### src/rtl/tproc_isa_pkg.sv
// ISA constants, wait classes and instruction field layout shared by the
// instruction issue sequencer and the instruction decoder.
package tproc_isa_pkg;

    localparam logic [7:0] OP_CFG     = 8'h01;
    localparam logic [7:0] OP_FETCH   = 8'h02;
    localparam logic [7:0] OP_FETCH_W = 8'h04;
    localparam logic [7:0] OP_CONV    = 8'h81;
    localparam logic [7:0] OP_END     = 8'hFF;

    typedef enum logic [1:0] {
        WC_NONE = 2'd0,
        WC_FEAT = 2'd1,
        WC_WGT  = 2'd2,
        WC_CLP  = 2'd3
    } wait_class_e;

    // reg_1[0] is instruction bit 48: selects the weight fetcher for fetches.
    typedef struct packed {
        logic [7:0]  opcode;
        logic [7:0]  reg_1;
        logic [47:0] imm;
    } instr_t;

    function automatic instr_t instr_fields(input logic [63:0] word);
        return instr_t'(word);
    endfunction

endpackage

### src/rtl/instr_wait_class.sv
// Opcode decode: which completion pulse an instruction waits on, and whether
// the opcode is outside the ISA (END is legal but carries no wait class).
module instr_wait_class
    import tproc_isa_pkg::*;
(
    input  logic [7:0] opcode,
    input  logic       reg_1,
    output logic [1:0] wait_class,
    output logic       illegal
);

    always_comb begin
        wait_class = WC_NONE;
        illegal    = 1'b0;
        case (opcode)
            OP_CFG:                wait_class = WC_NONE;
            OP_FETCH, OP_FETCH_W:  wait_class = reg_1 ? WC_WGT : WC_FEAT;
            OP_CONV:               wait_class = WC_CLP;
            OP_END:                wait_class = WC_NONE;
            default:               illegal    = 1'b1;
        endcase
    end

endmodule

### src/rtl/instruction_issue.sv
// Sequencer that reads instructions from the instruction RAM and issues them to
// the decoder one at a time, stalling on fetch/conv completion pulses.
module instruction_issue
    import tproc_isa_pkg::*;
#(
    parameter int          ADDR_W    = 10,
    parameter int          TIMEOUT_W = 16,
    parameter int unsigned TIMEOUT   = 16'hFFFF
) (
    input  logic              clk,
    input  logic              rst,
    input  logic              start,
    input  logic [ADDR_W-1:0] base_addr,
    input  logic [ADDR_W-1:0] instr_count,
    output logic              rd_en,
    output logic [ADDR_W-1:0] rd_addr,
    input  logic [63:0]       rd_data,
    output logic [63:0]       instruction,
    output logic              instr_enable,
    input  logic              feature_fetch_done,
    input  logic              weight_fetch_done,
    input  logic              clp_done,
    output logic              busy,
    output logic              done,
    output logic              error,
    output logic [ADDR_W-1:0] issue_count,
    output logic [2:0]        state_dbg
);

    typedef enum logic [2:0] {
        S_IDLE      = 3'd0,
        S_READ      = 3'd1,
        S_DATA      = 3'd2,
        S_ISSUE     = 3'd3,
        S_WAIT_DONE = 3'd4,
        S_FINISH    = 3'd5
    } state_e;

    localparam logic [TIMEOUT_W-1:0] TIMER_LAST = TIMEOUT_W'(TIMEOUT - 1);

    state_e                state;
    logic [ADDR_W-1:0]     addr;
    logic [ADDR_W-1:0]     remaining;
    logic [TIMEOUT_W-1:0]  timer;
    wait_class_e           wc_q;
    instr_t                rd_f;
    logic [1:0]            rd_wc;
    logic                  rd_illegal;
    logic                  sel_done;

    assign rd_f      = instr_fields(rd_data);
    assign state_dbg = state;

    instr_wait_class u_wait_class (
        .opcode     (rd_f.opcode),
        .reg_1      (rd_f.reg_1[0]),
        .wait_class (rd_wc),
        .illegal    (rd_illegal)
    );

    // Only the completion line chosen by the issued opcode can end a wait.
    always_comb begin
        sel_done = 1'b0;
        case (wc_q)
            WC_FEAT: sel_done = feature_fetch_done;
            WC_WGT:  sel_done = weight_fetch_done;
            WC_CLP:  sel_done = clp_done;
            default: sel_done = 1'b0;
        endcase
    end

    // Handshake: instruction is meaningful only in the cycle instr_enable is
    // high; done is a single-cycle pulse; completion inputs are single-cycle
    // pulses sampled only while waiting. There is no back-pressure.
    always_ff @(posedge clk or negedge rst) begin
        if (!rst) begin
            state        <= S_IDLE;
            addr         <= '0;
            remaining    <= '0;
            timer        <= '0;
            wc_q         <= WC_NONE;
            rd_en        <= 1'b0;
            rd_addr      <= '0;
            instruction  <= '0;
            instr_enable <= 1'b0;
            busy         <= 1'b0;
            done         <= 1'b0;
            error        <= 1'b0;
            issue_count  <= '0;
        end else begin
            rd_en        <= 1'b0;
            instr_enable <= 1'b0;
            done         <= 1'b0;
            case (state)
                S_IDLE: begin
                    if (start) begin
                        addr        <= base_addr;
                        remaining   <= instr_count;
                        timer       <= '0;
                        error       <= 1'b0;
                        issue_count <= '0;
                        busy        <= 1'b1;
                        if (instr_count == '0) begin
                            state <= S_FINISH;
                            done  <= 1'b1;
                        end else begin
                            state   <= S_READ;
                            rd_en   <= 1'b1;
                            rd_addr <= base_addr;
                        end
                    end
                end
                S_READ: state <= S_DATA;
                S_DATA: begin
                    if (rd_f.opcode == OP_END) begin
                        state <= S_FINISH;
                        done  <= 1'b1;
                    end else if (rd_illegal) begin
                        error <= 1'b1;
                        state <= S_FINISH;
                        done  <= 1'b1;
                    end else begin
                        instruction  <= rd_f;
                        instr_enable <= 1'b1;
                        wc_q         <= wait_class_e'(rd_wc);
                        state        <= S_ISSUE;
                    end
                end
                S_ISSUE: begin
                    issue_count <= issue_count + 1'b1;
                    addr        <= addr + 1'b1;
                    remaining   <= remaining - 1'b1;
                    timer       <= '0;
                    if (wc_q != WC_NONE) begin
                        state <= S_WAIT_DONE;
                    end else if (remaining != ADDR_W'(1)) begin
                        state   <= S_READ;
                        rd_en   <= 1'b1;
                        rd_addr <= addr + 1'b1;
                    end else begin
                        state <= S_FINISH;
                        done  <= 1'b1;
                    end
                end
                S_WAIT_DONE: begin
                    if (sel_done) begin
                        if (remaining != '0) begin
                            state   <= S_READ;
                            rd_en   <= 1'b1;
                            rd_addr <= addr;
                        end else begin
                            state <= S_FINISH;
                            done  <= 1'b1;
                        end
                    end else if (timer == TIMER_LAST) begin
                        error <= 1'b1;
                        state <= S_FINISH;
                        done  <= 1'b1;
                    end else begin
                        timer <= timer + 1'b1;
                    end
                end
                S_FINISH: begin
                    busy  <= 1'b0;
                    state <= S_IDLE;
                end
                default: state <= S_IDLE;
            endcase
        end
    end

endmodule

### config.mk
export PLATFORM = sky130hd
export DESIGN_NAME = instruction_issue
export DESIGN_NICKNAME = d
export VERILOG_FILES = /design/src/rtl/tproc_isa_pkg.sv /design/src/rtl/instr_wait_class.sv /design/src/rtl/instruction_issue.sv
export SDC_FILE = /design/constraint.sdc
export NUM_CORES = 1
export LEC_CHECK = 0
export ABC_AREA = 1
export BUFFER_PORTS_ARGS = -buffer_cell sky130_fd_sc_hd__buf_2
export CELL_PAD_IN_SITES_DETAIL_PLACEMENT = 2
export CELL_PAD_IN_SITES_GLOBAL_PLACEMENT = 2
export CORE_ASPECT_RATIO = 0.6
export CORE_UTILIZATION = 29
export CTS_CLUSTER_SIZE = 30
export DETAILED_ROUTE_END_ITERATION = 10
export GPL_TIMING_DRIVEN = 0
export PLACE_DENSITY_LB_ADDON = 0.05
export SLEW_MARGIN = 10
export SYNTH_ARGS = -nofsm -noshare
export SYNTH_HDL_FRONTEND = slang
export SYNTH_SLANG_ARGS = --single-unit
### constraint.sdc
create_clock -name clk -period 2.3 [get_ports clk]
set_clock_uncertainty 0.05 [all_clocks]
set_input_delay 0.46 -clock clk [delete_from_list [all_inputs] [get_ports clk]]
set_output_delay 0.46 -clock clk [all_outputs]
set_load 0.02 [all_outputs]
==> metrics.md, run 1 <==
| Metric | Value |
|---|---|
| Clk sinks | 130 |
| Critical Path Start Type | flip-flop |
| HPWL Detailed | 17400 um |
| Hold Path Origin | rd_data[22] |
| Largest net degree at the start of global routing | 82 |
| Status | finished clean |
| Reg2Reg Depth | 10 |
| Crit Path Class | flip-flop to flip-flop |
| Vias post-DR | ~6.3k |
| Critical Path RT | 2570 ps |
| Dpl cell area | around 0.0077 mm^2 |
| DRT antenna net count | 0 |
| Ys async rst share | 100% |
| Area Growth Syn to Fin | 29.0% |
| Port Buf Inserts | around 180 |
| Sequential cell area fraction in the yosys report | 50.6% |
| CTS tree | built |
| First-pass GRT wire length | 38300 um |
| Die Area | 0.0228 mm^2 |
| Pins Over Slew Limit | 0 |
| Slew headroom | between 40% and 50% |
| Gate Count Post-Synth | 821 |
| Crit. End Element | flip-flop |
| Mapped Area | 0.00643 mm^2 |
| CTS max path bufs | 2 |
| Number of global-route vias before repair | 7056 |
| Final Util | 38.9% |
| Final Instance Area | between 0.008 and 0.009 mm^2 |
| Die Wd | 194 um |
| Starting DRC count in detailed routing | roughly 220 |
| GRT busiest layer | met2 |
| Hold Crit Depth | 3 |
| Top cell type's share of synthesized area | 50.6% |
| Fill count | 2527 |
| PnR worst setup slack | 203 ps |
| Final period util | between 90 and 100% |
| Maxcap violations | 0 |
| Avg Cell Area, Syn | around 7.8 um^2 |
| R2R Path End | rd_addr[9]$_DFFE_PN0P_ |
| CTS root buf | clkbuf_16 |
| Row Count | 41 |
| Synth Warn # | 0 |
| RD Place Congestion | 0.782 |
| Fmax achieved | 0.477 GHz |
| Area contributors post-synth | dfrtp_1 51%, nand2_1 19%, nor2_1 4.3% |
| Gr ovfl total | 0 |
| Number of synthesized flops with an enable pin | 0 |
| Endpoints failing hold | 0 |
| Inserted Clock Buffers | 17 |
| Pre-Repair DR Iteration Count | 4 |
| Worst R2R Setup Slack | just over 200 ps |
| Nets | ~1.1k |
| H-tree depth | 4 |
| Worst-Margin Slew | roughly 790 ps |
| Total leakage power | 4.46 nW |
| Final Setup Violations | 0 |
| Pwr/cell area | around 1100 mW/mm^2 |
| CTS clk-pin slew, worst paths | around 60 ps |
| Post-synth cell types | 40 |
| Min-delay worst type | input port to flip-flop |
| Starting Density | 30.1% |
| Setup slack at placement | 189 ps |
| Maximum vdd drop | 0.542 mV |
| Dominant synthesized flop cell | dfrtp_1 |
| Crit path max fanout | 10 |
| Worst hold endpoint | instruction[22]$_DFFE_PN0P_ |
| GR Util met3 | just over 8% |
| Mean routed wirelength per cell | 17.7 um |
| Area leader, netlist | dfrtp_1 |
| #FFs+latches synth | 130 |
| Initial antenna violation count | 4 |
| Vias per Instance | 4.76 |
| Total Wirelength | ~23000 um |
| Net Count, Synth | 917 |
| M1 GR Usage | 29.2% |
| Global-route usage over all layers | a little over a fifth |
| Hold WS | ~170 ps |
| Reg-to-reg startpoint | remaining[0]$_DFFE_PN0P_ |
| Clk_lat worst skew | 430 ps |
| RSZ-0062 raised after global routing | false |
| Die Ht | 117 um |
| Min Tclk post-route | around 2100 ps |
| Worst path arrival time | 2360 ps |
| Grt met2 use | 32.1% |
| Setup TNS | 0 ps |
| I/O pin total | 182 |
| Core Region | 0.0213 mm^2 |
| Residual DRC count | 0 |
| Fraction of layout cells with a size suffix above 1 | 26.1% |
==> worst max-delay path by stage <==
stage                                        start                          to  slack (ps)  depth (start not counted)
after floorplan           remaining[0]$_DFFE_PN0P_      rd_addr[7]$_DFFE_PN0P_         650                         10
after global placement                         rst  issue_count[2]$_DFFE_PN0P_       -1350                          1
after detailed placement  remaining[0]$_DFFE_PN0P_      rd_addr[9]$_DFFE_PN0P_         190                         10
after CTS                 remaining[0]$_DFFE_PN0P_      rd_addr[2]$_DFFE_PN0P_         170                          9
after global routing      remaining[0]$_DFFE_PN0P_      rd_addr[2]$_DFFE_PN0P_          30                          9
final                     remaining[0]$_DFFE_PN0P_      rd_addr[9]$_DFFE_PN0P_         200                         10
==> worst max-delay path, stage by stage (launching register included) <==
cell     delay, ps
dfrtp_1        380
inv_1          140
ha_1           210
nand2_1        110
nor2_1         270
nand3_1        180
nand3_2        140
nand3_4        170
buf_6          210
nand2_1         80
nand2_1         50
==> synth_stat cells (all sizes together) (3+ instances only) <==
| master | instances |
|---|---|
| a21oi | 20 |
| a22oi | 3 |
| a31oi | 3 |
| buf | 23 |
| clkbuf | 4 |
| dfrtp | 130 |
| ha | 6 |
| inv | 76 |
| nand2 | 327 |
| nand3 | 44 |
| nand4 | 10 |
| nor2 | 81 |
| nor3 | 7 |
| o211ai | 9 |
| o21ai | 49 |
| o221ai | 4 |
| o22ai | 3 |
| xor2 | 9 |
==> cell usage in the layout (no fill, tap or decap), types with 3 or more instances in the layout <==
master and instances:
a31oi_1 3, o21ai_1 4, clkinvlp_4 3, o221ai_1 4, a22oi_1 3, dfrtp_1 130
a21oi_1 20, nand3_1 42, inv_2 13, nor3_1 6, nand2_2 7, o22ai_1 3
nor2_4 6, ha_1 6, buf_6 3, o21ai_2 3, o211ai_1 9, nand4_1 10
clkbuf_8 3, nand2_1 319, clkbuf_16 17, buf_2 198, clkinv_2 4, o21ai_0 41
nor2_1 73, inv_1 63, xor2_1 9, clkbuf_1 7
==> per-layer routing <==
| layer | part of all wire, % | vias up |
|---|---|---|
| li1 | - | 3006 |
| met1 | 48 | 3100 |
| met2 | 43 | 129 |
| met3 | 7.7 | 28 |
| met4 | 1.1 | 2 |
| met5 | 0.056 | - |
==> state kept, by name, indices dropped and copies added (netlist names), 2 cells and up <==
signal,flops
remaining,10
state_dbg,3
wc_q,2
rd_addr,10
timer,16
instruction,64
issue_count,10
addr,10
==> what timing repair did <==
action / CTS / global route
setup endpoints to repair: 0 / 0
hold buffers: 1 / 0
gates resized for setup: 0 / 0
endpoints found under the hold margin: 49 / 0
buffers inserted: 0 / 0
==> area by class of cell <==
| type | count | area [um^2] | area share, % |
|---|---|---|---|
| tap | 279 | 349 | 4.21 |
| clock inverter | 9 | 81.3 | 0.981 |
| multi-input combinational | 588 | 2740 | 33.0 |
| inverter | 76 | 285 | 3.44 |
| buffer | 27 | 154 | 1.86 |
| timing repair buffer | 183 | 953 | 11.5 |
| clock buffer | 23 | 478 | 5.76 |
| sequential | 130 | 3250 | 39.2 |
| antenna | 1 | 2.50 | 0.0302 |
==> report_power, final <==
part,internal (mW),switching [mW]
registers,2.85,0.441
clock network,1.57,1.08
logic,1.11,2.39
total,5.52,3.92
==> cell families (layout without fill, tap and decap cells) <==
family / count (synthesis) / in the layout / synth area share (%)
other: 0 / 1 / 0
AND/OR/NAND/NOR: 473 / 473 / 30.8
flip-flops: 130 / 130 / 50.6
AO/OA/AOI/OAI: 97 / 97 / 8.97
buffers and inverters: 103 / 318 / 6.83
adder cells (fa/ha/maj): 6 / 6 / 1.17
multiplexers: 1 / 1 / 0.156
XOR/XNOR: 11 / 11 / 1.50
==> metrics by stage <==
step	power, mW	instances
after floorplan	5.47	821
after global placement	6.74	1281
after detailed placement	6.84	1282
after CTS	9.57	1315
after global routing	10.1	1315
final	9.44	1316
(Power assumes the default switching activity.)
==> run 2, diff against run 1 <==
CORE_MARGIN = 2   (was default)
==> run 2 against run 1 <==
Routed wire length grew 0.19%. Cell area is the same. Total power shrank 1.0%. Sequential power is essentially flat. Maximum frequency shrank 0.80%. Via count shrank 1.7%. Clock power shrank 4%. Die area grew 2.8%. Cell count grew 0.68%. Combinational power is essentially flat. Setup slack lost 17 ps. Non-clock buffer count is the same. Critical endpoint is now rd_addr[7]$_DFFE_PN0P_. Largest power group unchanged.
==> metrics.md, run 2 (synthesis gave the netlist of run 1 again) <==
| Metric | Value |
|---|---|
| Status | finished clean |
| Reg2Reg Depth | 10 (unchanged) |
| R2R Path End | rd_addr[7]$_DFFE_PN0P_ |
| Slew headroom | 52.1% (+4.8 points) |
| Total leakage power | 4.44 nW (-0.38%) |
| Largest net degree at the start of global routing | 86 (+4.9%) |
| Die Wd | 196 um (+1.0%) |
| Vias post-DR | 6159 (-1.7%) |
| Worst R2R Setup Slack | 190 ps (-20 ps) |
| HPWL Detailed | 17500 um (+0.49%) |
| Crit path max fanout | 10 (unchanged) |
| Fraction of layout cells with a size suffix above 1 | 26.1% (+0.050 points) |
| First-pass GRT wire length | 37500 um (-2.1%) |
| Row Count | 42 (+2.4%) |
| Area of the multi-input gates | 0.00274 mm^2 (unchanged) |
| Pins Over Slew Limit | 0 (unchanged) |
| Pwr/cell area | 1130 mW/mm^2 (-1.0%) |
| Final Setup Violations | 0 (unchanged) |
| Gr ovfl total | 0 (unchanged) |
| Maxcap violations | 0 (unchanged) |
| I/O pin total | 182 (unchanged) |
| Design Power | 9.34 mW (-1.0%) |
| DRT antenna net count | 0 (unchanged) |
| Final Util | 37.8% (-1.0 points) |
| Clk sinks | 130 (unchanged) |
| Final period util | 91.9% (+0.73 points) |
| Clk_lat worst skew | 420 ps (about the same) |
| Non-Filler Instances | 1325 (+0.68%) |
| Reg-to-reg startpoint | remaining[0]$_DFFE_PN0P_ |
| Starting DRC count in detailed routing | 151 (-32%) |
| Fill count | 2583 (+2.2%) |
| PnR worst setup slack | 186 ps (-16.8 ps) |
| Vias per Instance | 4.65 (-2.4%) |
| Hold Path Origin | rd_data[4] |
| Worst path arrival time | 2380 ps (+20 ps) |
| Initial antenna violation count | 9 (+5) |
| Top flop regs | instruction: 64 flops, timer: 16 flops |
| Total Wirelength | 23300 um (+0.19%) |
| Die Ht | 119 um (+1.7%) |
| Number of global-route vias before repair | 6748 (-4.4%) |
| Hold Crit Depth | 3 (unchanged) |
| CTS max path bufs | 2 (unchanged) |
| Placed cells | 1289 (+0.55%) |
| Worst-Margin Slew | 719 ps (-72.3 ps) |
| CTS tree | built |
| CTS resizes | 0 (unchanged) |
| Maximum vdd drop | 0.590 mV (+8.9%) |
| Global-route usage over all layers | 20.9% (-0.71 points) |
| CTS clk-pin slew, worst paths | 60 ps (about the same) |
| Commonest non-fill, non-tap cell in the layout | nand2_1 |
| CTS root buf | clkbuf_16 |
| Critical Path RT | 2560 ps (about the same) |
| Most frequent cells in the layout | 319 x nand2_1, 198 x buf_2, 130 x dfrtp_1, 73 x nor2_1, 63 x inv_1 |
| Inserted Clock Buffers | 17 (unchanged) |
| RSZ-0062 raised after global routing | false |
| Core Region | 0.0219 mm^2 (+2.7%) |
| Pre-Repair DR Iteration Count | 4 (unchanged) |
| Mean routed wirelength per cell | 17.6 um (-0.49%) |
| Min Tclk post-route | 2110 ps (+16.8 ps) |
| Endpoints failing hold | 0 (unchanged) |
| Nets | 1119 (unchanged) |
| FF+latch area | 0.00325 mm^2 (unchanged) |
| Area Growth Syn to Fin | 29.0% (unchanged) |
| Die Area | 0.0234 mm^2 (+2.8%) |
| Min-delay worst type | input port to flip-flop |
| Crit path launch | remaining[0]$_DFFE_PN0P_ |
| Top reg by flops | instruction |
| H-tree depth | 4 (unchanged) |
| Port Buf Inserts | 181 (unchanged) |
| Fmax achieved | 0.473 GHz (-0.80%) |
| Critical Path Start Type | flip-flop |
| Starting Density | 29.3% (-0.79 points) |
| RD Place Congestion | 0.788 (+0.73%) |
| Max reg flops | 64 (unchanged) |
| Setup slack at placement | 120 ps (-68.6 ps) |
| Crit Path Class | flip-flop to flip-flop |
| Crit. End Element | flip-flop |
| Residual DRC count | 0 (unchanged) |
| Worst hold endpoint | instruction[4]$_DFFE_PN0P_ |
run 2: cell types whose count changed in the layout (fill, tap and decap cells not counted), sizes merged:
| cell | delta |
|---|---|
| bufinv | -1 |
| clkinv | -2 |
| clkbuf | -1 |
| diode | +4 |
| clkinvlp | +2 |
run 2: how the worst max path moves through the flow:
stage,depth (start not counted),endpoint
after floorplan,10,rd_addr[7]$_DFFE_PN0P_
after global placement,1,issue_count[4]$_DFFE_PN0P_
after detailed placement,10,rd_addr[7]$_DFFE_PN0P_
after CTS,10,rd_addr[9]$_DFFE_PN0P_
after global routing,10,rd_addr[7]$_DFFE_PN0P_
final,10,rd_addr[7]$_DFFE_PN0P_
run 2: power by group:
group	leakage (nW)	total (mW)	internal, mW	switching (mW)
logic	2.49	3.51	1.11	2.40
registers	1.70	3.29	2.85	0.443
clock network	0.252	2.54	1.48	1.06
total	4.44	9.34	5.43	3.91
run 2: stage by stage:
step	cell area, um^2	setup TNS [ps]	hold slack (ps)
3_5_place_dp	7730	0	341
5_1_grt	8290	0	173
3_3_place_gp	7690	-171470	410
4_1_cts	8280	0	157
6_report	8290	0	176
2_1_floorplan	6430	0	114
run 2: critical path, stage by stage (launching register included):
cell	delay (ps)
dfrtp_1	380
inv_1	140
ha_1	220
nand2_1	100
nor2_1	310
nand3_1	170
nand3_2	140
nand3_4	170
buf_6	210
nand2_1	80
nand2_1	50
run 2: area by class of cell:
class	count	area share, %
Sequential cell	130	39.2
Multi-Input combinational cell	588	33.0
Timing Repair Buffer	183	11.5
Clock buffer	22	5.84
Tap cell	286	4.32
Inverter	76	3.44
Buffer	27	1.86
Clock inverter	8	0.679
Antenna cell	5	0.151
run 2: repair_timing:
action,CTS,global route
setup endpoints to repair,0,0
buffers inserted,0,0
hold buffers,1,0
hold endpoints to repair,45,0
run 2: layer usage:
metal	share of wire (%)	up-vias	track usage (%)
li1	-	3017	-
met1	49	2995	28.8
met2	42	120	30.6
met3	7.5	19	8.50
met4	0.63	8	4.31
met5	0.22	-	0
==> run 3, diff against run 2 <==
CORE_ASPECT_RATIO = 0.7   (was 0.6)
==> run 3 against run 2 <==
Critical endpoint unchanged. Clock-buffer cell count decreased by 3. Total power up 3.6%. Largest power group unchanged. Sequential cell count is the same. Non-clock buffer count is the same.
==> metrics.md, run 3 (synthesis gave the netlist of run 1 again) <==
| Metric | Value |
|---|---|
| Final Setup Violations | 0 (unchanged) |
| Core Region | 0.0217 mm^2 (-0.82%) |
| Inserted Clock Buffers | 17 (unchanged) |
| Crit. End Element | flip-flop |
| Worst hold endpoint | instruction[14]$_DFFE_PN0P_ |
| Dpl cell area | 0.00772 mm^2 (about the same) |
| Crit path max fanout | 10 (unchanged) |
| Status | finished clean |
| R2R Path End | rd_addr[7]$_DFFE_PN0P_ |
| Die Wd | 182 um (-7.3%) |
| Max incr delay on CP | 390 ps (about the same) |
| RSZ-0062 raised after global routing | false |
| HPWL Detailed | 16900 um (-3.3%) |
| Nets | 1119 (unchanged) |
| Setup TNS | 0 ps (unchanged) |
| Sum of buffers and inverters on the critical path | 2 (unchanged) |
| CTS root buf | clkbuf_16 |
| Most frequent CP cell | nand2_1 |
| DRT antenna net count | 0 (unchanged) |
| I/O pin total | 182 (unchanged) |
| Worst path arrival time | 2330 ps (-50 ps) |
| Endpoints failing hold | 0 (unchanged) |
| Critical Path RT | 2570 ps (about the same) |
| Critical-path cell list | inv_1, ha_1, nand2_1, nor2_2, nand3_1, nand3_2, nand3_4, buf_6, nand2_1, nand2_1 |
| Top flop regs | instruction: 64 flops, timer: 16 flops |
| First-pass GRT wire length | 37500 um (about the same) |
| CTS max path bufs | 2 (unchanged) |
| Row Count | 45 (+7.1%) |
| Fill count | 2572 (-0.43%) |
| CP max-delay cell | dfrtp_1 |
| Final period util | 89.5% (-2.4 points) |
| Reg-to-reg startpoint | remaining[0]$_DFFE_PN0P_ |
| Worst R2R Setup Slack | 240 ps (+60 ps) |
| Die Area | 0.0234 mm^2 (about the same) |
| Hold Path Origin | rd_data[14] |
| Reg2Reg Depth | 10 (unchanged) |
| Hold Crit Depth | 3 (unchanged) |
| Setup Fix Bufs, Post-CTS | 0 (unchanged) |
| Fmax achieved | 0.486 GHz (+2.7%) |
| Die Ht | 129 um (+7.7%) |
| H-tree depth | 4 (unchanged) |
| FF+latch area | 0.00325 mm^2 (unchanged) |
| Top reg by flops | instruction |
| Crit Path Class | flip-flop to flip-flop |
| Critical Path Start Type | flip-flop |
| Number of global-route vias before repair | 6772 (+0.36%) |
| Clk_lat worst skew | 430 ps (about the same) |
| Starting DRC count in detailed routing | 216 (+43%) |
| CTS clk-pin slew, worst paths | 60 ps (about the same) |
| Mean routed wirelength per cell | 17.2 um (-2.4%) |
| Area of the multi-input gates | 0.00274 mm^2 (about the same) |
| Slew headroom | 56.2% (+4.1 points) |
| Cell depth of the worst setup path | 10 (unchanged) |
| CTS tree | built |
| Commonest non-fill, non-tap cell in the layout | nand2_1 |
| Final Instance Area | 0.00837 mm^2 (+0.91%) |
| Area Growth Syn to Fin | 30.2% |
| Residual DRC count | 0 (unchanged) |
| Gr ovfl total | 0 (unchanged) |
| Port Buf Inserts | 181 (unchanged) |
| CP delay by family, top | simple AND/OR/NAND/NOR gates |
| Maximum vdd drop | 0.610 mV (+3.4%) |
| Min-delay worst type | input port to flip-flop |
| Pwr/cell area | 1160 mW/mm^2 (+2.7%) |
| Hold WS | 172 ps (-4.77 ps) |
| RD Place Congestion | 0.746 (-5.3%) |
| Pre-Repair DR Iteration Count | 4 (unchanged) |
| Initial antenna violation count | 5 (-4) |
| Worst-Margin Slew | 657 ps (-62.0 ps) |
| Final Util | 38.5% (+0.66 points) |
| Vias per Instance | 4.70 (+1.0%) |
| Starting Density | 29.6% (+0.24 points) |
| Largest net degree at the start of global routing | 101 (+17%) |
| Total Wirelength | 22700 um (-2.8%) |
| Maxcap violations | 0 (unchanged) |
| Min Tclk post-route | 2060 ps (-56.3 ps) |
| Clk sinks | 130 (unchanged) |
| Most frequent cells in the layout | 319 x nand2_1, 198 x buf_2, 130 x dfrtp_1, 72 x nor2_1, 63 x inv_1 |
| Vias post-DR | 6195 (+0.58%) |
| Max reg flops | 64 (unchanged) |
| Global-route usage over all layers | 20.6% (-0.24 points) |
| Fraction of layout cells with a size suffix above 1 | 26.3% (+0.17 points) |
| Pins Over Slew Limit | 0 (unchanged) |
| Total leakage power | 4.49 nW (+0.98%) |
## run 3: cell count changes in the layout (fill, tap and decap cells not counted)
cell,delta
clkinvlp_4,-2
bufinv_16,+4
clkbuf_8,-3
nor2_2,+1
inv_6,+1
nor2_1,-1
clkinv_2,-1
clkinv_4,+2
diode_2,-3
## run 3: area by class of cell
cell class                 instances  area share, %
timing repair buffer             183           11.4
inverter                          76           3.41
sequential                       130           38.9
buffer                            27           1.84
antenna                            2         0.0598
clock buffer                      19           5.29
tap                              282           4.22
multi-input combinational        588           32.7
clock inverter                    12           2.18
## run 3: layer usage
layer  up-vias  global-route usage [%]  routed length (um)
li1       3013                       -                   -
met1      3025                    26.8               10700
met2       131                    32.1                9910
met3        20                    8.52                1790
met4         6                    5.03                 209
met5         -                       0                  47
## run 3: per-stage QoR
stage	setup slack, ps	std cells	power [mW]
after floorplan	652	821	5.47
after global placement	-1350	1284	6.69
after detailed placement	155	1285	6.80
after CTS	126	1317	9.83
after global routing	47.5	1317	10.4
final	242	1319	9.68
## run 3: power by group
part	switching (mW)	leakage [nW]	total [mW]	internal (mW)
combinational	2.34	2.49	3.45	1.11
clock	1.10	0.296	2.95	1.84
sequential	0.440	1.70	3.29	2.85
## run 3: worst max path at each step
stage / slack, ps / startpoint / end
global placement: -1350 / rst / rd_addr[4]$_DFFE_PN0P_
CTS: 130 / remaining[0]$_DFFE_PN0P_ / rd_addr[7]$_DFFE_PN0P_
floorplan: 650 / remaining[0]$_DFFE_PN0P_ / rd_addr[7]$_DFFE_PN0P_
global route: 50 / remaining[0]$_DFFE_PN0P_ / rd_addr[7]$_DFFE_PN0P_
finish: 240 / remaining[0]$_DFFE_PN0P_ / rd_addr[7]$_DFFE_PN0P_
detailed placement: 160 / remaining[0]$_DFFE_PN0P_ / rd_addr[7]$_DFFE_PN0P_
## run 3: tightest hold or removal path: stages
cell and delay, ps:
buf_2 70, nand2_1 40, nand2_1 40
## run 3: repair_timing
item	CTS	global route
endpoints found under the hold margin	30	0
hold buffers	1	0
gates resized for setup	0	1
endpoints found under the setup margin	0	8
